===== src/rtl/dmem_arbiter.sv =====
`timescale 1ns/1ps
// dmem_arbiter
// ------------
// Shares one single-port data memory between two requesters: port 0 is the
// core load/store unit, port 1 is the DMA / program loader. One transaction
// is outstanding at a time; ports are picked round-robin, the access is held
// on the memory bus for MEM_LAT cycles, and a one-cycle response pulse is
// returned to the port that was granted.
//
// Ports
//   clk, rst                 clock, asynchronous active-high reset
//   req/we/addr/wdata/maskN  request + command from port N (held until gntN)
//   gntN                     combinational accept strobe, only in IDLE
//   rvalidN                  one-cycle response pulse to port N
//   rdata, err               response payload, valid with rvalid (else 0)
//   mem_cs                   memory chip select, active low
//   mem_rd_wr                1 = read, 0 = write
//   mem_addr/wdata/mask      memory command
//   mem_rdata                memory read data, valid in the last access cycle
module dmem_arbiter #(
  parameter int unsigned MEM_LAT = 1,   // 1..15
  parameter int unsigned AW      = 32
) (
  input  logic          clk,
  input  logic          rst,
  input  logic          req0,
  input  logic          req1,
  input  logic          we0,
  input  logic          we1,
  input  logic [AW-1:0] addr0,
  input  logic [AW-1:0] addr1,
  input  logic [31:0]   wdata0,
  input  logic [31:0]   wdata1,
  input  logic [3:0]    mask0,
  input  logic [3:0]    mask1,
  output logic          gnt0,
  output logic          gnt1,
  output logic          rvalid0,
  output logic          rvalid1,
  output logic [31:0]   rdata,
  output logic          err,
  output logic          mem_cs,
  output logic          mem_rd_wr,
  output logic [AW-1:0] mem_addr,
  output logic [31:0]   mem_wdata,
  output logic [3:0]    mem_mask,
  input  logic [31:0]   mem_rdata
);

  typedef enum logic [1:0] {
    IDLE   = 2'd0,
    ACCESS = 2'd1,
    RESP   = 2'd2
  } state_e;

  localparam logic [3:0] CNT_INIT = 4'(MEM_LAT - 1);

  state_e        state_q, state_d;
  logic          last_q, last_d;
  logic [3:0]    count_q, count_d;
  logic          we_q, we_d;
  logic [AW-1:0] addr_q, addr_d;
  logic [31:0]   wdata_q, wdata_d;
  logic [3:0]    mask_q, mask_d;
  logic          port_q, port_d;
  logic          rvalid0_q, rvalid0_d;
  logic          rvalid1_q, rvalid1_d;
  logic [31:0]   rdata_q, rdata_d;
  logic          err_q, err_d;

  // Only naturally aligned byte, halfword and word lanes are writable.
  function automatic logic mask_legal(input logic [3:0] m);
    case (m)
      4'b0001, 4'b0010, 4'b0100, 4'b1000,
      4'b0011, 4'b1100, 4'b1111: mask_legal = 1'b1;
      default:                   mask_legal = 1'b0;
    endcase
  endfunction

  // Arbitration: a lone requester wins; on a tie the port that did not win
  // last time goes first.
  logic          any_req;
  logic          winner;
  logic          accept;
  logic          sel_we;
  logic [AW-1:0] sel_addr;
  logic [31:0]   sel_wdata;
  logic [3:0]    sel_mask;

  assign any_req   = req0 | req1;
  assign winner    = (req0 & req1) ? ~last_q : req1;
  // Gated with rst so no grant is visible while the block is held in reset.
  assign accept    = (state_q == IDLE) & any_req & ~rst;
  assign gnt0      = accept & ~winner;
  assign gnt1      = accept & winner;
  assign sel_we    = winner ? we1    : we0;
  assign sel_addr  = winner ? addr1  : addr0;
  assign sel_wdata = winner ? wdata1 : wdata0;
  assign sel_mask  = winner ? mask1  : mask0;

  always_comb begin
    // NOTE: every signal assigned here gets a default first, so no path
    // through the case statement can leave one unassigned and infer a latch.
    state_d   = state_q;
    last_d    = last_q;
    count_d   = count_q;
    we_d      = we_q;
    addr_d    = addr_q;
    wdata_d   = wdata_q;
    mask_d    = mask_q;
    port_d    = port_q;
    rvalid0_d = 1'b0;
    rvalid1_d = 1'b0;
    rdata_d   = '0;
    err_d     = 1'b0;

    case (state_q)
      IDLE: begin
        if (accept) begin
          we_d    = sel_we;
          addr_d  = sel_addr;
          wdata_d = sel_wdata;
          mask_d  = sel_mask;
          port_d  = winner;
          last_d  = winner;
          if (sel_we && !mask_legal(sel_mask)) begin
            // Rejected write never touches memory; respond next cycle.
            state_d   = RESP;
            err_d     = 1'b1;
            rvalid0_d = ~winner;
            rvalid1_d = winner;
          end else begin
            state_d = ACCESS;
            count_d = CNT_INIT;
          end
        end
      end
      ACCESS: begin
        if (count_q == 4'd0) begin
          state_d   = RESP;
          rvalid0_d = ~port_q;
          rvalid1_d = port_q;
          rdata_d   = we_q ? 32'h0 : mem_rdata;
        end else begin
          count_d = count_q - 4'd1;
        end
      end
      RESP:    state_d = IDLE;
      default: state_d = IDLE;
    endcase
  end

  // NOTE: sequential state uses non-blocking assignments so every flop samples
  // the pre-edge value of its inputs regardless of statement order.
  always_ff @(posedge clk or posedge rst) begin
    if (rst) begin
      state_q   <= IDLE;
      last_q    <= 1'b1;
      count_q   <= '0;
      we_q      <= 1'b0;
      addr_q    <= '0;
      wdata_q   <= '0;
      mask_q    <= '0;
      port_q    <= 1'b0;
      rvalid0_q <= 1'b0;
      rvalid1_q <= 1'b0;
      rdata_q   <= '0;
      err_q     <= 1'b0;
    end else begin
      state_q   <= state_d;
      last_q    <= last_d;
      count_q   <= count_d;
      we_q      <= we_d;
      addr_q    <= addr_d;
      wdata_q   <= wdata_d;
      mask_q    <= mask_d;
      port_q    <= port_d;
      rvalid0_q <= rvalid0_d;
      rvalid1_q <= rvalid1_d;
      rdata_q   <= rdata_d;
      err_q     <= err_d;
    end
  end

  assign rvalid0 = rvalid0_q;
  assign rvalid1 = rvalid1_q;
  assign rdata   = rdata_q;
  assign err     = err_q;

  // Memory strobes decode straight from the state flop, so an asynchronous
  // reset drops chip select at once without waiting for a clock edge.
  assign mem_cs    = (state_q != ACCESS);
  assign mem_rd_wr = (state_q == ACCESS) ? ~we_q : 1'b1;
  assign mem_mask  = (state_q != ACCESS) ? 4'h0 : (we_q ? mask_q : 4'hF);
  assign mem_addr  = addr_q;
  assign mem_wdata = wdata_q;

endmodule


===== config.mk =====
export PLATFORM = sky130hd
export DESIGN_NAME = dmem_arbiter
export DESIGN_NICKNAME = d
export VERILOG_FILES = /design/src/rtl/dmem_arbiter.sv
export SDC_FILE = /design/constraint.sdc
export NUM_CORES = 1
export LEC_CHECK = 0
export ABC_AREA = 1
export CORE_MARGIN = 2
export CORE_UTILIZATION = 41
export DETAILED_ROUTE_END_ITERATION = 8
export PLACE_DENSITY = 0.88
export SYNTH_ARGS = -nofsm -noshare
export SYNTH_HDL_FRONTEND = slang
export SYNTH_SLANG_ARGS = --single-unit

===== constraint.sdc =====
create_clock -name clk -period 9.4 [get_ports clk]
set_input_delay 1.41 -clock clk [delete_from_list [all_inputs] [get_ports clk]]
set_output_delay 1.41 -clock clk [all_outputs]
set_load 0.02 [all_outputs]

== Yosys cells after proc, flatten, opt, wreduce, memory -nomap -nowiden ==
Cells that the tools add are included.
Widths: inputs -> output; s select.

* Logic and storage cells: 79
* Flip-flop bits (word level): 112
* Output and inout bits: 107
* Input bits: 174

* Mux-type cells: 33
* Bitwise gates (word level): 11
* Reduce and logical (&&, ||, !) cells: 9
* Equal/unequal tests: 13
* Add/subtract/negate cells: 1

{| class="wikitable"
|+ Operators with widths
! kind !! count
|-
| $mux 32 || 5
|-
| $mux 4 || 6
|-
| $mux 1 || 15
|-
| $eq 4x4->1 const B || 3
|-
| $eq 4x2->1 const B || 2
|-
| $ne 2x2->1 const B || 4
|-
| $pmux 4 s2 || 1
|-
| $reduce_or 7->1 || 1
|-
| $mux 2 || 3
|-
| $and 1x1->1 || 5
|-
| $not 1->1 || 5
|-
| $eq 4x1->1 const B || 1
|-
| $eq 4x3->1 const B || 1
|-
| $logic_not 4->1 || 1
|-
| $pmux 1 s2 || 2
|-
| $pmux 2 s2 || 1
|-
| $reduce_and 2->1 || 2
|-
| $reduce_and 4->1 || 1
|-
| $sub 4x1->4 const B || 1
|-
| $eq 2x1->1 const B || 1
|-
| $logic_not 2->1 || 1
|-
| $ne 2x1->1 const B || 1
|-
| $reduce_bool 2->1 || 1
|-
| $logic_and 1x1->1 || 1
|-
| 2 further kinds || 2
|}

== Logic depth before layout (Yosys ltp) ==
Gate-level depths: netlist of the first run.

* Depth after elaboration: 13
* Gate-level depth with buffers: 13
* Depth with buffers taken out: 13

== Worst setup path after synthesis of the first run ==
No wires, ideal clock.

* Path kind: input -> output
* Start point: input req1
* End point: output gnt0
* Data arrival time: 2.110 ns
* Stages: 5
* Data required time: 7.990 ns
* Path buffers: 1
* Path slack: 5.880 ns
* Cell sequence: nor2_1 nor3_4 nand2_1 inv_2 buf_2

* Longest elaborated chain between the ends: 4
* Elaborated cells between the ends (all ways): 7

{| class="wikitable"
|+ Ends and longest elaborated chain
! what !! RTL line !! source
|-
| start: declaration || 27 || <nowiki>input logic req1,</nowiki>
|-
| $or 1x1->1 / $and 1x1->1 (equally long branches) || 90, 91 ||
|-
| $and 1x1->1 / $mux 1 (equally long branches) || 93, 91 ||
|-
| $and 1x1->1 / $not 1->1 (equally long branches) || 93, 94 ||
|-
| $and 1x1->1 * || 94 || <nowiki>assign gnt0 = accept & ~winner;</nowiki>
|-
| end: declaration || 36 || <nowiki>output logic gnt0,</nowiki>
|}

Mark *: on every way between the ends. The rest lies on a longest branch, timed or not.

== Worst setup path after layout of the first run ==
* Start point: input req1
* End point: output gnt1

* Longest elaborated chain between the ends: 4
* Elaborated cells between the ends (all ways): 6

{| class="wikitable"
|+ Ends and longest elaborated chain
! what !! RTL line !! source
|-
| $or 1x1->1 || 90 || <nowiki>assign any_req = req0 | req1;</nowiki>
|-
| $and 1x1->1 (2 in series) || 93 || <nowiki>assign accept = (state_q == IDLE) & any_req & ~rst;</nowiki>
|-
| $and 1x1->1 * || 95 || <nowiki>assign gnt1 = accept & winner;</nowiki>
|-
| end: declaration || 37 || <nowiki>output logic gnt1,</nowiki>
|}

Marked as above.

==> results of run 1 <==
## final cells by class
cell class,instances,area share [%]
flip-flops and latches,112,35.6
multi-input cells,377,20.0
clock buffers,10,2.91
inverters,54,2.61
well taps,143,2.27
clock inverters,6,0.667
repair buffers,284,36.0
## power breakdown
| part | switching, mW | internal (mW) |
|---|---|---|
| combinational | 0.557 | 0.470 |
| clock | 0.185 | 0.184 |
| sequential | 0.0905 | 0.666 |
| total | 0.832 | 1.32 |
## placed cells by master, fill, tap and decap left out
cell type        count
dfrtp_1            111
nand2_1            234
ha_1                 1
nand3b_1             3
a21oi_1              2
inv_4                1
or2_2                1
nand3_2              1
clkdlybuf4s50_1    280
inv_2                5
clkbuf_1             1
nor2_1              51
nand2_2              2
nor3_4               1
inv_6                1
dfstp_2              1
inv_8                1
a31oi_1              1
o21ai_1              4
nand3_1             69
buf_4                4
clkbuf_16            9
inv_1               48
o21ai_0              3
o22ai_1              2
clkinvlp_4           2
nand4_1              2
clkinv_4             2
## Yosys cell counts, drive strengths merged
cell type / n / area (µm²)
nand2: 236 / 891
dfrtp: 111 / 2780
nand3: 70 / 355
inv: 54 / 203
nor2: 51 / 191
buf: 17 / 105
clkbuf: 8 / 30.0
o21ai: 7 / 35.0
nand3b: 3 / 22.5
a21oi: 2 / 10.0
nand4: 2 / 12.5
o22ai: 2 / 12.5
a31oi: 1 / 6.26
dfstp: 1 / 26.3
ha: 1 / 12.5
nor3: 1 / 16.3
or2: 1 / 6.26
## path summary, 6_finish.rpt
check | start | endpoint | slack (ns) | cells past startpoint
worst min-delay path | last_q | last_q | 0.47 | 2
max in group asynchronous | rst | mem_addr[1] | 6.55 | 3
worst max register to register | state_q[1] | count_q[2] | 7.12 | 9
worst min register to register | last_q | last_q | 0.47 | 2
min in group asynchronous | rst | rdata[13] | 1.52 | 2
worst max-delay path | req1 | gnt1 | 4.70 | 6
## registers in the layout, indices dropped and copies added (netlist names), 2 cells and up
| signal | flops |
|---|---|
| mem_wdata | 32 |
| count_q | 4 |
| rdata | 32 |
| mask_q | 4 |
| state_q | 2 |
| mem_addr | 32 |
## metal layers
metal | vias up | wire length (µm) | GRT usage, %
li1 | 2271 | - | -
met1 | 2154 | 5910 | 29.9
met2 | 227 | 7350 | 41.6
met3 | 28 | 1640 | 11.0
met4 | 0 | 431 | 8.40
met5 | - | 0 | 0
## cell families (layout without fill, tap and decap cells)
| group | count (synthesis) | in the layout | share of synthesized area (%) |
|---|---|---|---|
| simple gates | 364 | 364 | 31.7 |
| flops | 112 | 112 | 59.5 |
| buf+inv | 79 | 354 | 7.17 |
| compound gates | 12 | 12 | 1.35 |
| fa+ha+maj | 1 | 1 | 0.265 |
## worst max-delay path, cell delays in order
cell and delay [ns]:
clkdlybuf4s50_1 0.58, nor2_1 0.11, nor3_4 0.30, nand2_2 0.13, inv_2 0.13, clkdlybuf4s50_1 0.62
## metrics by stage
stage               worst slack (ns)  instances  hold WS [ns]  power [mW]
CTS                             4.69        986         0.473        2.17
global placement                4.71        970         0.460        1.77
detailed placement              4.69        970         0.462        1.80
floorplan                       5.03        568         0.442        1.27
finish                          4.70        986         0.471        2.15
global route                    4.58        986         0.492        2.28
==> run_summary.xml, run 1 <==
<?xml version="1.0" encoding="UTF-8"?>
<metrics>
  <group name="power_and_ir_drop">
    <metric name="leakagePower" unit="nW">3.74</metric>
    <metric name="p_per_area" unit="nW/µm²">273</metric>
    <metric name="max_rail_drop_vdd" unit="V">0.000237</metric>
  </group>
  <group name="route">
    <metric name="routed-via-count" unit="">4680</metric>
    <metric name="route.antenna.remaining_nets" unit="">0</metric>
    <metric name="avgRoutedWirePerCell" unit="µm">15.6</metric>
    <metric name="postRouteWirelength" unit="µm">15300</metric>
    <metric name="avgViaCountPerCell" unit="">4.75</metric>
    <metric name="drt-pass1-iter-count" unit="">4</metric>
    <metric name="detail_route.iter0.violations" unit="">381</metric>
    <metric name="drcViolationCount" unit="">0</metric>
  </group>
  <group name="grt">
    <metric name="grt_util_all_layers" unit="%">25.3</metric>
    <metric name="grt_antenna_before_repair" unit="">0</metric>
    <metric name="grt_pass1_vias" unit="">4570</metric>
    <metric name="total_global_routing_overflow" unit="">0</metric>
    <metric name="maximum_number_of_pins_on_one_net_before_global_route_repair" unit="">73</metric>
    <metric name="global_route_wire_length_before_repair" unit="µm">24400</metric>
  </group>
  <group name="timing">
    <metric name="timing.max_slew.rel_slack" unit="%">33.3</metric>
    <metric name="drv_slew" unit="">0</metric>
    <metric name="period_needed" unit="ns">4.70</metric>
    <metric name="timing.fmax" unit="GHz">0.213</metric>
    <metric name="fin_worst_skew" unit="ns">0.00712</metric>
    <metric name="worst_slew_pin_slew" unit="ns">0.998</metric>
    <metric name="final_setup_violation_count" unit="">0</metric>
    <metric name="finalHoldViolCount" unit="">0</metric>
    <metric name="total_neg_setup_slack" unit="ns">0</metric>
    <metric name="period_share" unit="%">50.0</metric>
    <metric name="rsz0062_at_grt" unit="">false</metric>
  </group>
  <group name="cts">
    <metric name="worstSkewPairLatency" unit="ns">0.35</metric>
    <metric name="hold_buffers" unit="">0</metric>
    <metric name="tritoncts.num_buffers" unit="">9</metric>
    <metric name="postCtsSetupRepairBufs" unit="">0</metric>
    <metric name="clock_path_buffers" unit="">2</metric>
    <metric name="cts_max_level" unit="">3</metric>
    <metric name="clkTransAtPathRegs" unit="ns">0.08</metric>
    <metric name="cts_root_buffer" unit="">clkbuf_16</metric>
    <metric name="post_cts.resized_instances" unit="">0</metric>
    <metric name="cts_tree" unit="">built</metric>
    <metric name="cts.sinks" unit="">112</metric>
  </group>
  <group name="floorplanning">
    <metric name="design.core.area" unit="µm²">11300</metric>
    <metric name="starting_utilization_of_the_core_area" unit="%">41.6</metric>
    <metric name="rows" unit="">39</metric>
    <metric name="dieArea" unit="µm²">12400</metric>
    <metric name="floorplan.die.width" unit="µm">111</metric>
    <metric name="fp.dieH" unit="µm">111</metric>
    <metric name="floorplan.io_pins" unit="">281</metric>
  </group>
  <group name="logic_synthesis">
    <metric name="post_synth_instance_area" unit="µm²">4710</metric>
    <metric name="synth-warning-count" unit="">0</metric>
    <metric name="yosys.cell_types.count" unit="">23</metric>
    <metric name="synth.avg_cell_area" unit="µm²">8.30</metric>
    <metric name="syn_nets" unit="">743</metric>
    <metric name="synth.yosys.seq_area_share" unit="%">59.5</metric>
    <metric name="number_of_flip_flops_and_latches_in_the_synthesized_netlist" unit="">112</metric>
    <metric name="synthCells" unit="">568</metric>
  </group>
  <group name="worst_setup_path">
    <metric name="worstPathArrival" unit="ns">3.29</metric>
    <metric name="worstPathRequired" unit="ns">7.99</metric>
    <metric name="timing.critical_path.from_type" unit="">primary input</metric>
    <metric name="critical_path.max_fanout" unit="">7</metric>
    <metric name="setup.worst_path.end_class" unit="">output port</metric>
    <metric name="criticalPathCategory" unit="">in2out</metric>
  </group>
  <group name="outcome">
    <metric name="status" unit="">complete, no violations</metric>
  </group>
  <group name="placement">
    <metric name="gp_routability_congestion" unit="">0.887</metric>
    <metric name="dp.final_hpwl" unit="µm">11400</metric>
    <metric name="io_buffer_count" unit="">280</metric>
    <metric name="post_dp_cell_area" unit="µm²">7590</metric>
  </group>
  <group name="worst_hold_path">
    <metric name="worst_hold_path_type" unit="">reg2reg</metric>
  </group>
  <group name="layout">
    <metric name="multi_input_area" unit="µm²">1570</metric>
    <metric name="fraction_of_layout_instances_using_a_drive_strength_above_1" unit="%">3.68</metric>
    <metric name="design.final.nets" unit="">1013</metric>
    <metric name="fin_util" unit="%">69.6</metric>
    <metric name="diodes" unit="">0</metric>
    <metric name="final_cell_area" unit="µm²">7870</metric>
    <metric name="ff_latch_area" unit="µm²">2800</metric>
    <metric name="layout-area-overhead-vs-synth" unit="%">67.1</metric>
    <metric name="fillCellCount" unit="">847</metric>
  </group>
  <group name="flow_run">
    <metric name="cap_viol_max_count" unit="">0</metric>
  </group>
</metrics>
(Power assumes the default switching activity.)
==> inputs of run 2 (changes only) <==
--- a/config.mk
+++ b/config.mk
@@ -7,9 +7,9 @@
 export LEC_CHECK = 0
 export ABC_AREA = 1
 export CORE_MARGIN = 2
-export CORE_UTILIZATION = 41
+export CORE_UTILIZATION = 34
 export DETAILED_ROUTE_END_ITERATION = 8
-export PLACE_DENSITY = 0.88
+export PLACE_DENSITY = 0.78
 export SYNTH_ARGS = -nofsm -noshare
 export SYNTH_HDL_FRONTEND = slang
 export SYNTH_SLANG_ARGS = --single-unit
==> constraint.sdc (replaced) <==
create_clock -name clk -period 4.1 [get_ports clk]
set_input_delay 0.615 -clock clk [delete_from_list [all_inputs] [get_ports clk]]
set_output_delay 0.615 -clock clk [all_outputs]
set_load 0.02 [all_outputs]
==> run_summary.xml, run 2 (synthesis gave the netlist of run 1 again) <==
<?xml version="1.0" encoding="UTF-8"?>
<metrics>
  <group name="outcome">
    <metric name="status" unit="">complete, no violations</metric>
  </group>
  <group name="grt">
    <metric name="global_route_wire_length_before_repair" unit="µm">22100</metric>
    <metric name="maximum_number_of_pins_on_one_net_before_global_route_repair" unit="">65</metric>
    <metric name="grt_antenna_before_repair" unit="">0</metric>
    <metric name="grt_util_all_layers" unit="%">19.2</metric>
    <metric name="grt_pass1_vias" unit="">4506</metric>
    <metric name="total_global_routing_overflow" unit="">0</metric>
  </group>
  <group name="timing">
    <metric name="period_share" unit="%">75.6</metric>
    <metric name="fin_worst_skew" unit="ns">0.00822</metric>
    <metric name="drv_slew" unit="">0</metric>
    <metric name="timing.fmax" unit="GHz">0.323</metric>
    <metric name="final_setup_violation_count" unit="">0</metric>
    <metric name="timing.max_slew.rel_slack" unit="%">31.9</metric>
    <metric name="period_needed" unit="ns">3.10</metric>
    <metric name="rsz0062_at_grt" unit="">false</metric>
    <metric name="whs" unit="ns">0.480</metric>
    <metric name="total_neg_setup_slack" unit="ns">0</metric>
    <metric name="finalHoldViolCount" unit="">0</metric>
    <metric name="post-route-worst-setup-slack" unit="ns">1.00</metric>
    <metric name="worst_slew_pin_slew" unit="ns">1.02</metric>
  </group>
  <group name="power_and_ir_drop">
    <metric name="leakagePower" unit="nW">3.78</metric>
    <metric name="design_power" unit="mW">5.03</metric>
    <metric name="p_per_area" unit="nW/µm²">630</metric>
    <metric name="max_rail_drop_vdd" unit="V">0.000318</metric>
  </group>
  <group name="layout">
    <metric name="layout-area-overhead-vs-synth" unit="%">69.6</metric>
    <metric name="layoutNonFillerInstCount" unit="">1024</metric>
    <metric name="fraction_of_layout_instances_using_a_drive_strength_above_1" unit="%">3.67</metric>
    <metric name="ff_latch_area" unit="µm²">2800</metric>
    <metric name="final_cell_area" unit="µm²">7990</metric>
    <metric name="multi_input_area" unit="µm²">1570</metric>
    <metric name="layout_common_cells" unit="">clkdlybuf4s50_1 (280), nand2_1 (234), dfrtp_1 (111)</metric>
    <metric name="design.final.nets" unit="">1014</metric>
    <metric name="fillCellCount" unit="">1208</metric>
    <metric name="most_common_cell_after_layout_fill_and_taps_aside" unit="">clkdlybuf4s50_1</metric>
    <metric name="diodes" unit="">0</metric>
    <metric name="fin_util" unit="%">58.3</metric>
  </group>
  <group name="flow_run">
    <metric name="cap_viol_max_count" unit="">0</metric>
  </group>
  <group name="placement">
    <metric name="total_placed_cells_including_tap_cells" unit="">1008</metric>
    <metric name="place_worst_setup_slack" unit="ns">0.990</metric>
    <metric name="gp_routability_congestion" unit="">0.799</metric>
    <metric name="io_buffer_count" unit="">280</metric>
    <metric name="post_dp_cell_area" unit="µm²">7660</metric>
    <metric name="dp.final_hpwl" unit="µm">10500</metric>
  </group>
  <group name="route">
    <metric name="drcViolationCount" unit="">0</metric>
    <metric name="drt-pass1-iter-count" unit="">4</metric>
    <metric name="route.antenna.remaining_nets" unit="">0</metric>
    <metric name="detail_route.iter0.violations" unit="">207</metric>
    <metric name="avgRoutedWirePerCell" unit="µm">13.8</metric>
    <metric name="routed-via-count" unit="">4596</metric>
    <metric name="avgViaCountPerCell" unit="">4.49</metric>
    <metric name="postRouteWirelength" unit="µm">14200</metric>
  </group>
  <group name="cts">
    <metric name="cts_root_buffer" unit="">clkbuf_16</metric>
    <metric name="postCtsSetupRepairBufs" unit="">0</metric>
    <metric name="clock_path_buffers" unit="">2</metric>
    <metric name="tritoncts.num_buffers" unit="">9</metric>
    <metric name="post_cts.resized_instances" unit="">0</metric>
    <metric name="cts.sinks" unit="">112</metric>
    <metric name="cts_tree" unit="">built</metric>
    <metric name="clkTransAtPathRegs" unit="ns">0.07</metric>
    <metric name="worstSkewPairLatency" unit="ns">0.35</metric>
    <metric name="cts_max_level" unit="">3</metric>
    <metric name="hold_buffers" unit="">0</metric>
  </group>
  <group name="worst_hold_path">
    <metric name="worst_hold_path_type" unit="">reg2reg</metric>
  </group>
  <group name="worst_setup_path">
    <metric name="timing.critical_path.from_type" unit="">primary input</metric>
    <metric name="critical_path.max_fanout" unit="">7</metric>
    <metric name="worstPathRequired" unit="ns">3.48</metric>
    <metric name="setup.worst_path.end_class" unit="">output port</metric>
    <metric name="worstPathArrival" unit="ns">2.48</metric>
    <metric name="criticalPathCategory" unit="">in2out</metric>
  </group>
  <group name="floorplanning">
    <metric name="dieArea" unit="µm²">14800</metric>
    <metric name="design.core.area" unit="µm²">13700</metric>
    <metric name="floorplan.io_pins" unit="">281</metric>
    <metric name="rows" unit="">43</metric>
    <metric name="starting_utilization_of_the_core_area" unit="%">34.4</metric>
    <metric name="fp.dieH" unit="µm">122</metric>
    <metric name="floorplan.die.width" unit="µm">122</metric>
  </group>
</metrics>
run 2: cell count changes in the layout (fill, tap and decap cells not counted):
cell and change:
inv_6 -1, clkbuf_1 +1, clkinvlp_4 -2, buf_12 +1, clkbuf_8 +3, bufinv_16 +2, inv_8 -1, clkinv_4 -2
run 2: worst max-delay path, cell delays in order:
cell and delay [ns]:
clkdlybuf4s50_1 0.58, nor2_1 0.11, nor3_4 0.31, nand2_2 0.14, inv_2 0.10, clkdlybuf4s50_1 0.62
run 2: cell type report:
type / count / share of cell area [%]
clock inverter: 2 / 0.751
multi-input combinational: 377 / 19.7
inverter: 54 / 2.57
timing repair buffer: 285 / 35.7
tap: 180 / 2.82
sequential: 112 / 35.1
clock buffer: 14 / 3.43
run 2: per-layer routing:
layer / up-vias / routed length, µm / track usage [%]
li1: 2284 / - / -
met1: 2087 / 5630 / 22.2
met2: 207 / 6630 / 31.8
met3: 18 / 1700 / 8.38
met4: 0 / 226 / 6.75
met5: - / 0 / 0
run 2: where the power goes:
| part | total [mW] | leakage (nW) | internal (mW) | switching (mW) |
|---|---|---|---|---|
| combinational | 2.34 | 2.18 | 1.08 | 1.25 |
| sequential | 1.73 | 1.44 | 1.53 | 0.199 |
| clock | 0.971 | 0.163 | 0.587 | 0.384 |
run 2: worst paths after layout:
check                            from           to  slack (ns)  cells after the start
setup / recovery                 req1         gnt1        1.00                      6
hold / removal             count_q[1]   count_q[1]        0.48                      2
setup reg to reg           state_q[1]  mem_addr[7]        2.02                      8
hold reg to reg            count_q[1]   count_q[1]        0.48                      2
max in group asynchronous         rst       last_q        2.46                      3
min in group asynchronous         rst      rvalid0        0.87                      2
